<file path="src/rtl/sync_fifo.sv">
// Single-clock parametrised FIFO with fill count, threshold flags, sticky
// error flags and selectable registered / first-word-fall-through read port.
module sync_fifo #(
  parameter int DATASIZE  = 8,
  parameter int ADDRSIZE  = 4,
  parameter int AFULL_TH  = 12,
  parameter int AEMPTY_TH = 2,
  parameter int FWFT      = 0
) (
  input  logic                clk,
  input  logic                rst_n,
  input  logic                wr_en,
  input  logic [DATASIZE-1:0] wr_data,
  output logic                wr_full,
  output logic                wr_afull,
  output logic                wr_ack,
  output logic                overflow,
  input  logic                rd_en,
  output logic [DATASIZE-1:0] rd_data,
  output logic                rd_empty,
  output logic                rd_aempty,
  output logic                rd_ack,
  output logic                underflow,
  output logic [ADDRSIZE:0]   count,
  input  logic                clr_err
);

  localparam int              DEPTH     = 1 << ADDRSIZE;
  localparam logic [ADDRSIZE:0] DEPTH_C   = (ADDRSIZE+1)'(DEPTH);
  localparam logic [ADDRSIZE:0] AFULL_C   = (ADDRSIZE+1)'(AFULL_TH);
  localparam logic [ADDRSIZE:0] AEMPTY_C  = (ADDRSIZE+1)'(AEMPTY_TH);
  localparam logic [ADDRSIZE:0] ONE_C     = (ADDRSIZE+1)'(1);

  logic [DATASIZE-1:0] mem [DEPTH];

  logic [ADDRSIZE:0] wr_ptr_q, wr_ptr_d;
  logic [ADDRSIZE:0] rd_ptr_q, rd_ptr_d;
  logic [ADDRSIZE:0] count_q, count_d;
  logic              wr_full_q, wr_full_d;
  logic              wr_afull_q, wr_afull_d;
  logic              rd_empty_q, rd_empty_d;
  logic              rd_aempty_q, rd_aempty_d;
  logic              wr_ack_q, wr_ack_d;
  logic              rd_ack_q, rd_ack_d;
  logic              overflow_q, overflow_d;
  logic              underflow_q, underflow_d;

  logic                wr_acc, rd_acc;
  logic [ADDRSIZE-1:0] wr_addr, rd_addr;

  assign wr_addr = wr_ptr_q[ADDRSIZE-1:0];
  assign rd_addr = rd_ptr_q[ADDRSIZE-1:0];

  always_comb begin
    wr_acc = wr_en & ~wr_full_q;
    rd_acc = rd_en & ~rd_empty_q;

    wr_ptr_d = wr_acc ? wr_ptr_q + ONE_C : wr_ptr_q;
    rd_ptr_d = rd_acc ? rd_ptr_q + ONE_C : rd_ptr_q;

    count_d = count_q;
    case ({wr_acc, rd_acc})
      2'b10:   count_d = count_q + ONE_C;
      2'b01:   count_d = count_q - ONE_C;
      default: count_d = count_q;
    endcase

    // Flags derive from the next count so they always agree with count.
    wr_full_d   = (count_d == DEPTH_C);
    wr_afull_d  = (count_d >= AFULL_C);
    rd_empty_d  = (count_d == '0);
    rd_aempty_d = (count_d <= AEMPTY_C);

    wr_ack_d = wr_acc;
    rd_ack_d = rd_acc;

    // Set condition takes priority over clr_err.
    overflow_d  = (wr_en & wr_full_q)  | (overflow_q  & ~clr_err);
    underflow_d = (rd_en & rd_empty_q) | (underflow_q & ~clr_err);
  end

  always_ff @(posedge clk or negedge rst_n) begin
    if (!rst_n) begin
      wr_ptr_q    <= '0;
      rd_ptr_q    <= '0;
      count_q     <= '0;
      wr_full_q   <= 1'b0;
      wr_afull_q  <= (AFULL_TH == 0);
      rd_empty_q  <= 1'b1;
      rd_aempty_q <= 1'b1;
      wr_ack_q    <= 1'b0;
      rd_ack_q    <= 1'b0;
      overflow_q  <= 1'b0;
      underflow_q <= 1'b0;
    end else begin
      wr_ptr_q    <= wr_ptr_d;
      rd_ptr_q    <= rd_ptr_d;
      count_q     <= count_d;
      wr_full_q   <= wr_full_d;
      wr_afull_q  <= wr_afull_d;
      rd_empty_q  <= rd_empty_d;
      rd_aempty_q <= rd_aempty_d;
      wr_ack_q    <= wr_ack_d;
      rd_ack_q    <= rd_ack_d;
      overflow_q  <= overflow_d;
      underflow_q <= underflow_d;
    end
  end

  always_ff @(posedge clk) begin
    if (rst_n && wr_acc) begin
      mem[wr_addr] <= wr_data;
    end
  end

  generate
    if (FWFT != 0) begin : g_fwft
      // Head word is presented directly; forced to zero while empty so the
      // port reads 0 out of reset rather than uninitialised storage.
      assign rd_data = rd_empty_q ? '0 : mem[rd_addr];
    end else begin : g_reg
      logic [DATASIZE-1:0] rd_data_q, rd_data_d;

      always_comb begin
        rd_data_d = rd_acc ? mem[rd_addr] : rd_data_q;
      end

      always_ff @(posedge clk or negedge rst_n) begin
        if (!rst_n) begin
          rd_data_q <= '0;
        end else begin
          rd_data_q <= rd_data_d;
        end
      end

      assign rd_data = rd_data_q;
    end
  endgenerate

  assign wr_full   = wr_full_q;
  assign wr_afull  = wr_afull_q;
  assign wr_ack    = wr_ack_q;
  assign overflow  = overflow_q;
  assign rd_empty  = rd_empty_q;
  assign rd_aempty = rd_aempty_q;
  assign rd_ack    = rd_ack_q;
  assign underflow = underflow_q;
  assign count     = count_q;

endmodule

</file>
<file path="config.mk">
export PLATFORM = sky130hd
export DESIGN_NAME = sync_fifo
export DESIGN_NICKNAME = d
export VERILOG_FILES = /design/src/rtl/sync_fifo.sv
export SDC_FILE = /design/constraint.sdc
export NUM_CORES = 1
export LEC_CHECK = 0
export ABC_AREA = 1
export BUFFER_PORTS_ARGS = -buffer_cell sky130_fd_sc_hd__buf_4
export CAP_MARGIN = 20
export CORE_UTILIZATION = 60
export CTS_CLUSTER_SIZE = 8
export DETAILED_ROUTE_END_ITERATION = 10
export PLACE_DENSITY = 0.76
export SLEW_MARGIN = 25
export SYNTH_ARGS = -nofsm -noshare
export SYNTH_HDL_FRONTEND = slang
export SYNTH_SLANG_ARGS = --single-unit
</file>
<file path="constraint.sdc">
create_clock -name clk -period 2.6 [get_ports clk]
set_input_delay 0.52 -clock clk [delete_from_list [all_inputs] [get_ports clk]]
set_output_delay 0.52 -clock clk [all_outputs]
set_load 0.03 [all_outputs]
</file>
==> metrics.md, run 1 <==
| Metric | Value |
|---|---|
| Yosys top cell area share | between 50% and 60% |
| Area leader, netlist | edfxtp_1 |
| Crit path time final | about 2.0 ns |
| Crit. End Element | flip-flop |
| Sw Pwr | between 3 and 4 mW |
| N_diodes | 0 |
| Sw Ratio | between 30% and 40% |
| Number of I/O port buffers | 33 |
| Placer Congestion | around 0.87 |
| Post-layout worst setup margin | between 0.6 and 0.7 ns |
| CTS sink count | 157 |
| Int Pwr | approximately 5.6 mW |
| CP delay by family, top | simple AND/OR/NAND/NOR gates |
| Post-Synthesis Cell Area | between 6000 and 7000 sq um |
| Reg clk slew, reported paths | approximately 0.06 ns |
| Antenna viol nets, final | 0 |
| Setup_tns | 0 ns |
| Worst-path cell chain | nor2_8 > nand2_4 > nand2_1 > nand2_1 > inv_1 > ha_1 > o21ai_0 > nand2_1 > nor2_1 > nand3_1 > nor2_1 |
| Logic pwr share | between 30% and 40% |
| First-pass GRT wire length | ~23 mm |
| Final slew viol count | 0 |
| Router iterations before antenna repair | 5 |
| Unique masters post-synth | 32 |
| Commonest cells after routing, fill and taps aside | edfxtp_1, nor2_1, nand2_1 |
| Final Net Count | 601 |
| Post-DP HPWL | ~9.2 mm |
| Initial Util | 62.2% |
| Total grt overflow | 0 |
| Fmax | 502 MHz |
| Total CTS buffers | 17 |
| Worst IR Drop VDD | around 0.76 mV |
| Clock power frac | between 20% and 30% |
| Maxcap violations | 0 |
| RSZ-0062 raised after global routing | no |
| Initial drt markers | approximately 530 |
| Slew headroom | 46.2% |
| WS Path Type | reg -> reg |
| Reg2Reg Depth | 11 |
| #FFs+latches synth | between 150 and 200 |
| Layout area overhead | 17.0% |
| Design Power | between 8 and 9 mW |
| Die height | 106 um |
| Status | finished, final reports clean |
| H-tree Lvls | 4 |
| I/O pins | 34 |
| Number of global-route vias before repair | 4387 |
| Dominant cells by area after synthesis | edfxtp_1, dfrtp_1, o21ai_0 |
| CP required | about 3.1 ns |
| Pre-CTS setup slack | 0.454 ns |
| Ys Warns | 0 |
| Fillers | around 670 |
| Synth Instances | 532 |
| HP Class | in -> async |
| Pwr Density | 1170 nW/um^2 |
| Commonest non-fill, non-tap cell in the layout | edfxtp_1 |
| Placeable Area | just over 10000 sq um |
| Synth Area per Inst | 12.1 sq um |
| Post-DR wirelength/cell | between 20 and 25 um |
| CP startpoint kind | flip-flop |
| Die area | 11200 sq um |
| Most used cell, CP | nand2_1 |
| Crit-path max FO | 8 |
| Flop pwr share | ~37% |
| Pleak | between 2 and 3 nW |
| Share of post-route cells with drive strength above 1 | between 10% and 20% |
| Least-Margin Pin Slew | 0.806 ns |
| Root Buffer | clkbuf_8 |
| Die W | 106 um |
| Initial antenna violation count | 0 |
| Slowest stage cell, crit path | dfstp_2 |
| Final hold vios | 0 |
| Crit path buf inv count | 1 |
| Post-Syn Nets | between 500 and 600 |
| Clock Latency Late Sink | roughly 0.53 ns |
| Final setup fails | 0 |
| Vias per cell | 6.03 |
| GRT Total Usage | between 20% and 30% |
| WL final | ~15 mm |
| # resized after CTS | 0 |
| Vias post-DR | between 4000 and 5000 |
| Fin crit share | between 70 and 80% |
| Skew final | 0.0129 ns |
| Critical Path Stages | 11 |
| Flop-to-flop setup slack | approximately 0.6 ns |
| Arr. time, crit path | about 2.5 ns |
| Bufs on Longest Clock Path | 2 |
| Part of the Yosys area used for sequential elements | slightly above 70% |
| Pin count of the biggest net entering global routing | 73 |
| DRC | 0 |
| CP max stage delay | around 0.61 ns |
| Std-Cell Rows | 37 |
| CTS tree | done |
| Postcts setup bufs | 0 |
| Cts hold-fix bufs | 0 |
==> worst reg2reg max path: cells and delay by family (launching register included) <==
| kind | cells | cell delay, ns |
|---|---|---|
| flops | 1 | 0.61 |
| fa+ha+maj | 1 | 0.27 |
| buf+inv | 1 | 0.05 |
| compound gates | 1 | 0.26 |
| simple gates | 8 | 0.73 |
==> layout make-up <==
cell class,count,area (sq um),area share (%)
clock buffer,17,414,5.49
inverter,32,120,1.59
sequential,157,4570,60.6
multi-input combinational,318,1650,21.8
tap,136,170,2.25
timing repair buffer,55,425,5.63
clock inverter,15,198,2.62
==> per-layer routing <==
layer / GRT usage [%] / part of all wire (%) / up-vias
met3: 6.00 / 7.1 / 36
li1: - / - / 1998
met2: 45.6 / 50 / 218
met4: 13.8 / 3.0 / 0
met5: 0 / 0 / -
met1: 38.2 / 40 / 2148
==> logic make-up after synthesis <==
group	after synthesis	synth area share [%]
AO/OA/AOI/OAI	108	10.2
flip-flops	157	70.8
multiplexers	2	0.310
XOR/XNOR	7	0.950
AND/OR/NAND/NOR	194	12.7
adder cells (fa/ha/maj)	7	1.36
buffers and inverters	57	3.62
==> sequential cells by signal, indices dropped and copies added (netlist names) <==
name,flops
wr_ack,1
wr_afull,1
mem,128
rd_ack,1
underflow,1
overflow,1
rd_empty,1
wr_full,1
rd_data,8
wr_ptr_q,4
rd_ptr_q,4
count,5
rd_aempty,1
==> synthesized netlist by cell type <==
cell,count
dfrtp_1,27
ha_1,7
buf_2,4
o22ai_1,3
nand4_1,3
buf_4,4
nand3_1,25
inv_2,2
o21ai_0,65
clkbuf_1,15
inv_1,28
clkinv_1,2
o211ai_1,7
nand2_4,1
a21oi_1,3
xor2_1,5
nand2_2,4
mux2i_1,2
nand2_1,72
xnor2_1,2
o2111ai_1,2
a31oi_1,3
o21ai_1,2
o221ai_1,21
dfstp_2,2
nand3_2,3
edfxtp_1,128
nor2_1,84
nor3_1,1
o21ai_2,2
buf_1,2
nor2_8,1
==> metrics by stage <==
step	util [%]	std cells	hold WS [ns]	area, sq um
2_1_floorplan	-	532	0.224	6450
3_3_place_gp	66.9	698	0.472	6940
3_5_place_dp	66.9	698	0.466	6940
4_1_cts	72.8	730	0.0578	7550
5_1_grt	72.8	730	0.0806	7550
6_report	72.8	730	0.0568	7550
==> power by group through the flow <==
stage | combinational, mW | clock [mW] | sequential [mW]
6_report | 3.02 | 2.53 | 3.26
5_1_grt | 3.31 | 2.65 | 3.29
4_1_cts | 3.01 | 2.55 | 3.26
3_5_place_dp | 2.97 | 0 | 3.30
3_3_place_gp | 2.87 | 0 | 3.29
2_1_floorplan | 1.78 | 0 | 3.51
==> final timing paths <==
path	start	to
setup / recovery	rd_empty	wr_full
hold / removal	rst_n	rd_ptr_q[3]
setup reg to reg	rd_empty	wr_full
hold reg to reg	rd_data[1]	rd_data[1]
max in group asynchronous	rst_n	rd_aempty
min in group clk	clr_err	overflow
Note: power is estimated with default switching activity, not from simulation.
==> run 2, diff against run 1 <==
CORE_UTILIZATION = 55   (was 60)
PLACE_DENSITY = 0.74   (was 0.76)
clock period = 1.8 ns   (was 2.6 ns; I/O delays follow)
==> run 2 against run 1 <==
Net effect:
- the flow now finishes with violations (negative setup slack)
- sequential power grew 47%
- sequential cell count unchanged
- register-to-register slack got worse by 0.68 ns
- non-clock buffer count grew 15
- global-route usage decreased by 2.3 points
- wire length is 0.73% higher
- hold slack got worse by 0.022 ns
- combinational power up 60%
- via count fell by 0.82%
- utilization is 4.4 points lower
- critical endpoint unchanged
==> metrics.md, run 2 (synthesis results as in run 1) <==
| Metric | Value |
|---|---|
| Maxcap violations | 0 |
| First-pass GRT wire length | ~23 mm |
| Initial drt markers | roughly 500 |
| CP max stage delay | roughly 0.6 ns |
| Total grt overflow | 0 |
| Share of post-route cells with drive strength above 1 | between 20% and 30% |
| Post-DR wirelength/cell | slightly below 20 um |
| Slew headroom | between 50% and 60% |
| CTS tree | done |
| Crit path time final | around 1.9 ns |
| Worst-path cell chain | nor2_8 > nand2_4 > nand2_4 > nand2_2 > inv_2 > ha_4 > inv_2 > nand2_4 > inv_2 > nand2_1 > nand3_1 > o21ai_2 > nor2_1 > nand3_1 > nor2_1 |
| Commonest non-fill, non-tap cell in the layout | edfxtp_1 |
| CTS sink count | around 160 |
| Bufs on Longest Clock Path | 2 |
| Worst IR Drop VDD | 1.39 mV |
| Fin cells | between 700 and 800 |
| I/O pins | 34 |
| Dpl cells | ~700 |
| CP startpoint kind | flip-flop |
| DRC | 0 |
| H-tree Lvls | 4 |
| Fillers | roughly 790 |
| Fin crit share | 104% |
| Slowest stage cell, crit path | dfstp_2 |
| N_diodes | 0 |
| Number of global-route vias before repair | roughly 4300 |
| Post-DP HPWL | approximately 8.9 mm |
| Vias post-DR | approximately 4400 |
| Pwr Density | around 1700 nW/um^2 |
| CP delay by family, top | simple AND/OR/NAND/NOR gates |
| Skew final | about 0.008 ns |
| Initial antenna violation count | 0 |
| Reg area | around 4600 sq um |
| Post-layout worst setup margin | -0.0743 ns |
| Design Power | approximately 13 mW |
| Die W | roughly 110 um |
| Arr. time, crit path | 2.21 ns |
| Final hold vios | 0 |
| Router iterations before antenna repair | 5 |
| RSZ-0062 raised after global routing | yes |
| Reg2Reg Depth | 15 |
| Initial Util | 56.5% |
| Clock Latency Late Sink | around 0.43 ns |
| Reg-to-reg endpoint | wr_full |
| Die area | between 10000 and 15000 sq um |
| Final setup fails | 3 |
| Setup_tns | -0.110 ns |
| Antenna viol nets, final | 0 |
| Status | finished, violations left |
| Reg clk slew, reported paths | 0.06 ns |
| Layout area overhead | 21.0% |
| Number of I/O port buffers | 33 |
| Crit-path max FO | 6 |
| Die height | about 110 um |
| Fmax | approximately 530 MHz |
| Largest register FFs | roughly 130 |
| Pleak | 2.90 nW |
| WL final | ~15 mm |
| Hold Slack | 0.0347 ns |
| Total CTS buffers | 17 |
| Flop-to-flop setup slack | -0.07 ns |
| GRT Total Usage | a little over a quarter |
| Root Buffer | clkbuf_16 |
| Multi-input logic area | between 1500 and 2000 sq um |
| Crit. End Element | flip-flop |
| CP required | approximately 2.1 ns |
| Violated checks | negative setup slack |
| HP Class | in -> async |
| Crit path buf inv count | 3 |
| Reg-to-Reg Start | rd_empty |
| WS Path Type | reg -> reg |
| Placer Congestion | 0.859 |
| Final slew viol count | 0 |
| Final Net Count | between 600 and 700 |
| Fin area | slightly below 8000 sq um |
| Placed Area | ~7000 sq um |
| Pin count of the biggest net entering global routing | a little under 70 |
| Biggest register | mem |
| Vias per cell | 5.80 |
| Least-Margin Pin Slew | 0.632 ns |
| Std-Cell Rows | 39 |
| Placeable Area | roughly 11000 sq um |
| Commonest cells after routing, fill and taps aside | edfxtp_1, nor2_1, buf_4 |
## run 2: changes by cell type in the layout (fill, tap and decap cells not counted), moves of 7 or more
cell	delta
nor2_2	+16
nand2_1	-7
buf_4	+12
nor2_1	-18
## run 2: repair_timing
| item | in CTS | in global routing |
|---|---|---|
| hold endpoints to repair | 2 | 0 |
| gates resized for setup | 20 | 23 |
| pin swaps | 8 | 9 |
| setup endpoints to repair | 105 | 69 |
| hold buffers | 1 | 0 |
| buffers inserted | 6 | 3 |
## run 2: worst max-delay path by stage
stage	cells past startpoint	start	slack (ns)	to
2_1_floorplan	15	rd_empty	-0.0003	rd_empty
3_3_place_gp	5	wr_en	-0.07	mem[2][3]
3_5_place_dp	16	wr_en	-0.17	wr_full
4_1_cts	4	wr_ptr_q[0]	-0.12	mem[2][3]
5_1_grt	17	wr_full	-0.19	wr_full
6_report	15	rd_empty	-0.07	wr_full
## run 2: metal layers
layer | vias to the layer above | track usage [%] | share of wire [%]
li1 | 2030 | - | -
met1 | 2123 | 33.7 | 41
met2 | 181 | 42.2 | 51
met3 | 30 | 5.58 | 5.2
met4 | 0 | 14.7 | 3.1
met5 | - | 0 | 0
## run 2: cell type report
type,count,area share (%)
Sequential cell,157,58.6
Clock buffer,20,5.72
Inverter,32,1.54
Multi-Input combinational cell,318,22.9
Timing Repair Buffer,70,7.13
Clock inverter,12,1.87
Tap cell,143,2.29
## run 2: worst reg2reg max path: cells and delay by family (launching register included)
kind / cells / cell delay, ns
simple gates: 10 / 0.78
fa+ha+maj: 1 / 0.15
compound gates: 1 / 0.08
flops: 1 / 0.60
buf+inv: 3 / 0.17
## run 2: power breakdown
| group | internal, mW | switching (mW) | total (mW) |
|---|---|---|---|
| sequential | 4.40 | 0.389 | 4.79 |
| clock | 2.20 | 1.38 | 3.58 |
| combinational | 1.70 | 3.12 | 4.82 |
| total | 8.30 | 4.88 | 13.2 |
## run 2: through the flow
| stage | utilization, % | setup WS [ns] |
|---|---|---|
| after global placement | 61.3 | -0.0744 |
| after detailed placement | 61.3 | -0.169 |
| after floorplan | - | -0.000324 |
| after global routing | 68.4 | -0.193 |
| final | 68.4 | -0.0743 |
| after CTS | 67.5 | -0.122 |
